[src/rtl/if_prefetch_buf_pkg.sv]
// Shared constants for the instruction prefetch buffer between imem and decode.
// Widths follow the core's instruction address/word sizes.
package if_prefetch_buf_pkg;

    localparam int unsigned PFB_DEPTH    = 4;
    localparam int unsigned PFB_ADDR_W   = 32;
    localparam int unsigned PFB_INST_W   = 32;
    localparam logic [31:0] PFB_NOP_INST = 32'h0000_0013;  // addi x0,x0,0

endpackage

[src/rtl/pfb_ram.sv]
// Payload storage for the prefetch queue: synchronous write, asynchronous read.
module pfb_ram #(
    parameter int unsigned DEPTH = 4,
    parameter int unsigned WIDTH = 64,
    parameter int unsigned IDX_W = $clog2(DEPTH)
) (
    input  logic             clk,
    input  logic             we_i,
    input  logic [IDX_W-1:0] waddr_i,
    input  logic [WIDTH-1:0] wdata_i,
    input  logic [IDX_W-1:0] raddr_i,
    output logic [WIDTH-1:0] rdata_o
);

    logic [WIDTH-1:0] mem_q [DEPTH];

    // NOTE: storage has no reset; validity is tracked by the pointers, so a reset here only costs area.
    always_ff @(posedge clk) begin
        if (we_i) begin
            mem_q[waddr_i] <= wdata_i;
        end
    end

    assign rdata_o = mem_q[raddr_i];

endmodule

[src/rtl/if_prefetch_buf.sv]
// Instruction prefetch queue: captures imem responses, presents them first-word-fall-through
// to decode, throttles the PC stage and flushes on a jump redirect.
module if_prefetch_buf
    import if_prefetch_buf_pkg::*;
#(
    parameter int unsigned DEPTH    = PFB_DEPTH,
    parameter int unsigned ADDR_W   = PFB_ADDR_W,
    parameter int unsigned INST_W   = PFB_INST_W,
    parameter logic [INST_W-1:0] NOP_INST = INST_W'(PFB_NOP_INST),
    parameter int unsigned IDX_W    = $clog2(DEPTH),
    parameter int unsigned PTR_W    = IDX_W + 1
) (
    input  logic              clk,
    input  logic              rst,
    output logic              fetch_ready_o,
    input  logic              fetch_valid_i,
    input  logic [ADDR_W-1:0] fetch_addr_i,
    input  logic [INST_W-1:0] fetch_inst_i,
    output logic              id_valid_o,
    output logic [ADDR_W-1:0] id_inst_addr_o,
    output logic [INST_W-1:0] id_inst_o,
    input  logic              id_ready_i,
    input  logic              flush_i,
    output logic [PTR_W-1:0]  count_o,
    output logic              overflow_o
);

    logic [PTR_W-1:0] wr_ptr_q, wr_ptr_d;
    logic [PTR_W-1:0] rd_ptr_q, rd_ptr_d;
    logic             drop_q, drop_d;
    logic             overflow_q, overflow_d;
    logic             empty, full, push, pop, resp_ok;
    logic [ADDR_W+INST_W-1:0] head;

    assign empty   = (wr_ptr_q == rd_ptr_q);
    assign full    = (wr_ptr_q[PTR_W-1] != rd_ptr_q[PTR_W-1]) &&
                     (wr_ptr_q[IDX_W-1:0] == rd_ptr_q[IDX_W-1:0]);
    assign count_o = wr_ptr_q - rd_ptr_q;

    assign pop     = !empty && id_ready_i && !flush_i;
    assign resp_ok = fetch_valid_i && !flush_i && !drop_q;
    // A full queue still accepts a response when the head leaves in the same cycle.
    assign push    = resp_ok && (!full || pop);

    always_comb begin
        wr_ptr_d   = wr_ptr_q;
        rd_ptr_d   = rd_ptr_q;
        drop_d     = flush_i;
        overflow_d = overflow_q;
        if (flush_i) begin
            rd_ptr_d = wr_ptr_q;
        end else begin
            if (push) wr_ptr_d = wr_ptr_q + 1'b1;
            if (pop)  rd_ptr_d = rd_ptr_q + 1'b1;
            if (resp_ok && full && !pop) overflow_d = 1'b1;
        end
    end

    // NOTE: state registers use non-blocking assignments so every flop samples pre-edge values.
    always_ff @(posedge clk or negedge rst) begin
        if (!rst) begin
            wr_ptr_q   <= '0;
            rd_ptr_q   <= '0;
            drop_q     <= 1'b0;
            overflow_q <= 1'b0;
        end else begin
            wr_ptr_q   <= wr_ptr_d;
            rd_ptr_q   <= rd_ptr_d;
            drop_q     <= drop_d;
            overflow_q <= overflow_d;
        end
    end

    pfb_ram #(
        .DEPTH (DEPTH),
        .WIDTH (ADDR_W + INST_W),
        .IDX_W (IDX_W)
    ) u_ram (
        .clk     (clk),
        .we_i    (push),
        .waddr_i (wr_ptr_q[IDX_W-1:0]),
        .wdata_i ({fetch_addr_i, fetch_inst_i}),
        .raddr_i (rd_ptr_q[IDX_W-1:0]),
        .rdata_o (head)
    );

    assign id_valid_o     = !empty;
    assign id_inst_addr_o = empty ? '0 : head[ADDR_W+INST_W-1:INST_W];
    assign id_inst_o      = empty ? NOP_INST : head[INST_W-1:0];
    // Leaves one free slot for the response to a request issued this cycle.
    assign fetch_ready_o  = (count_o <= PTR_W'(DEPTH - 2));
    assign overflow_o     = overflow_q;

endmodule

[config.mk]
export PLATFORM = sky130hd
export DESIGN_NAME = if_prefetch_buf
export DESIGN_NICKNAME = d
export VERILOG_FILES = /design/src/rtl/if_prefetch_buf_pkg.sv /design/src/rtl/pfb_ram.sv /design/src/rtl/if_prefetch_buf.sv
export SDC_FILE = /design/constraint.sdc
export NUM_CORES = 1
export LEC_CHECK = 0
export ABC_AREA = 0
export BUFFER_PORTS_ARGS = -buffer_cell sky130_fd_sc_hd__buf_2
export CAP_MARGIN = 20
export CORE_MARGIN = 3
export CORE_UTILIZATION = 35
export CTS_BUF_LIST = sky130_fd_sc_hd__clkbuf_8
export CTS_CLUSTER_SIZE = 40
export DETAILED_ROUTE_END_ITERATION = 7
export GPL_ROUTABILITY_DRIVEN = 0
export PLACE_DENSITY = 0.5
export SYNTH_ARGS = -nofsm -noshare
export SYNTH_HDL_FRONTEND = slang
export SYNTH_SLANG_ARGS = --single-unit
export TNS_END_PERCENT = 10
[constraint.sdc]
create_clock -name clk -period 4.55 [get_ports clk]
set_input_delay 0.2275 -clock clk [delete_from_list [all_inputs] [get_ports clk]]
set_output_delay 0.2275 -clock clk [all_outputs]
set_load 0.02 [all_outputs]
==> run metrics <==
clock-pin slew on the worst setup and hold paths approximately 0.050 ns; Cells after Synth ~470; clk sinks 264; Detail Route Antenna Nets 0; DRT Pass-1 Iters 4; relative slew slack 0.278; CTS HTree Levels 2; CP Capture Type output pin; HP Class input pin to flop; Syn Area/Cell approximately 22 um^2; Die Ht 177 um; synthesized flop and latch total around 260; Max-Cap Viols 0; CTS tree built; IO Pins between 100 and 150; largest net degree at the start of global routing 68; Critical R2R Launch rd_ptr_q[0]$_DFFE_PN0P_; Comb power frac 0.400; Leak roughly 4.5 nW; hold wc startpoint id_ready_i; Clk network pwr share 0.237; wire length of the first global-routing pass around 33 mm; register share of total power 0.363; Yosys top cell area share 0.752; Synth area leaders edfxtp_1 (75%), mux4_2 (14%), and2_1 (3.9%); Post-Syn Nets between 500 and 600; P_sw 0.00291 W; Clock Latency Late Sink between 0.5 and 0.6 ns; setup_tns 0 ns; # diodes 0; Hold Path End rd_ptr_q[0]$_DFFE_PN0P_; Slew @ Worst Pin 1.08 ns; DIE AREA around 31,000 um^2; vias in the first global route between 5,000 and 6,000; Netlist cell types 33; Post-CTS Resized 0; Design Area, Final 12,900 um^2; Final Max Slew Viols 0; peak supply drop 0.434 mV; fin cells roughly 1,100; CP peak stage delay 0.66 ns; Netlist Area Pre-Place just over 10,000 um^2; commonest non-fill, non-tap cell in the layout edfxtp_1; critical path class flop to output pin; Initial Util 0.361; Setup WS pre-CTS around 1.5 ns; DRT iter0 DRCs between 400 and 500; Req. time, crit path between 4 and 5 ns; placed cell area 11,400 um^2; Nets roughly 800; hold_ws around 0.1 ns; # rows 61; startpoint types flop; post-CTS setup buffers 0; reg-to-reg endpoint u_ram.mem_q[3][20]$_DFFE_PP_; Core Box Area ~28,000 um^2; routed vias/inst between 4 and 5; I/O Buffers between 100 and 150; RSZ-0062 raised after global routing no; period utilization 0.687; Worst Reg-to-Reg Cells 5; Internal Power 0.00527 W; # setup viols final 0; most frequent cells in the layout edfxtp_1 (256), buf_2 (138), dlygate4sd3_1 (66); clk buf depth 3; fmax around 320 MHz; WL/cell approximately 19 um; outcome finished clean; final worst slack roughly 1.4 ns; Seq/Total Area, Yosys 0.771; Remaining Overflow, GRT 0; drt drc 0; CTS Buf Count 45; root buffer cell clkbuf_8; hold path cells 4; post-placement cell count just under 1,000; Critical Path Fanout Max approximately 50; initial antenna violation count 0; slowest cell on the critical path dfrtp_4; Final Hold Viols 0; vias post-DR 5,176; gr usage total 0.139; Routed WL roughly 22 mm; HPWL after DPL about 12 mm; chip width roughly 180 um; Arr. time, crit path between 2 and 3 ns; switching share of total power 0.356; hold_buf cts between 60 and 70; P&R area growth vs syn 26.3%; largest area contributor in the netlist edfxtp_1; share of layout cells above drive strength 1 0.368; critical-path cell list ha_1 -> nand2_1 -> nor2_1 -> inv_2 -> buf_12 -> and2_1 -> buf_2; R2R setup slack ~1.6 ns; Pwr Density between 600 and 700 nW/um^2; minimum clock period around 3.1 ns; Final Skew a little over 0.02 ns; Ys Warns 0
[synth_stat cells (all sizes together)]
cell type,n
edfxtp,256
and2,64
mux4,64
buf,15
inv,9
dfrtp,8
ha,7
clkbuf,6
xnor2,4
nand2,3
nor2,3
or2,3
nand3,2
nor2b,2
o311ai,2
o31a,2
a21o,1
a21oi,1
a22oi,1
fa,1
mux2,1
nand4,1
nor3,1
nor3b,1
o2111ai,1
o211a,1
o211ai,1
o22ai,1
o311a,1
or3b,1
xor2,1
[sequential cells by signal (all words and copies together), names as in the netlist]
name,count
overflow_o,1
rd_ptr_q,3
u_ram.mem_q,256
wr_ptr_q,3
drop_q,1
[routing by layer]
metal,track usage,vias to the layer above,share of wire
li1,-,2368,-
met1,0.189,2603,0.45
met2,0.224,171,0.46
met3,0.0365,34,0.072
met4,0.0347,0,0.016
met5,0,-,0
[per-stage QoR]
| stage | utilization | total power, W |
|---|---|---|
| global placement | 0.402 | 0.00625 |
| CTS | 0.455 | 0.00829 |
| finish | 0.456 | 0.00818 |
| global route | 0.456 | 0.00868 |
| detailed placement | 0.402 | 0.00627 |
| floorplan | - | 0.00521 |
[power by group through the flow]
stage	combinational [W]	clock (W)	sequential [W]
3_5_place_dp	0.00324	0	0.00302
4_1_cts	0.00330	0.00202	0.00297
2_1_floorplan	0.00225	0	0.00296
5_1_grt	0.00355	0.00214	0.00299
3_3_place_gp	0.00324	0	0.00301
6_report	0.00327	0.00194	0.00297
[how the worst max path moves through the flow]
stage / from / end
after detailed placement: rd_ptr_q[0]$_DFFE_PN0P_ / u_ram.mem_q[3][17]$_DFFE_PP_
after floorplan: rd_ptr_q[1]$_DFFE_PN0P_ / u_ram.mem_q[0][0]$_DFFE_PP_
after global placement: rd_ptr_q[0]$_DFFE_PN0P_ / id_inst_o[5]
after global routing: rd_ptr_q[0]$_DFFE_PN0P_ / id_inst_o[5]
after CTS: rd_ptr_q[0]$_DFFE_PN0P_ / id_inst_o[5]
final: rd_ptr_q[0]$_DFFE_PN0P_ / id_inst_o[5]
[worst max-delay path: cells and delay by family (launching register included)]
family	cells	cell delay, ns
buffers and inverters	3	0.59
adders and majority gates	1	0.41
and+or+nand+nor	3	0.68
DFF	1	0.66
[kinds of logic after synthesis]
group / share of synthesized area
AO/OA/AOI/OAI: 0.00954
XOR/XNOR: 0.00428
adder cells (fa/ha/maj): 0.0105
buffers and inverters: 0.0141
flip-flops: 0.771
multiplexers: 0.142
AND/OR/NAND/NOR: 0.0481
[layout make-up]
class | count | area [um^2]
inverters | 9 | 35.0
flip-flops and latches | 264 | 7900
clock inverters | 34 | 185
clock buffers | 46 | 633
repair buffers | 212 | 1490
multi-input cells | 171 | 2200
well taps | 378 | 473
fillers | 2517 | 15400
(Power assumes the default switching activity.)
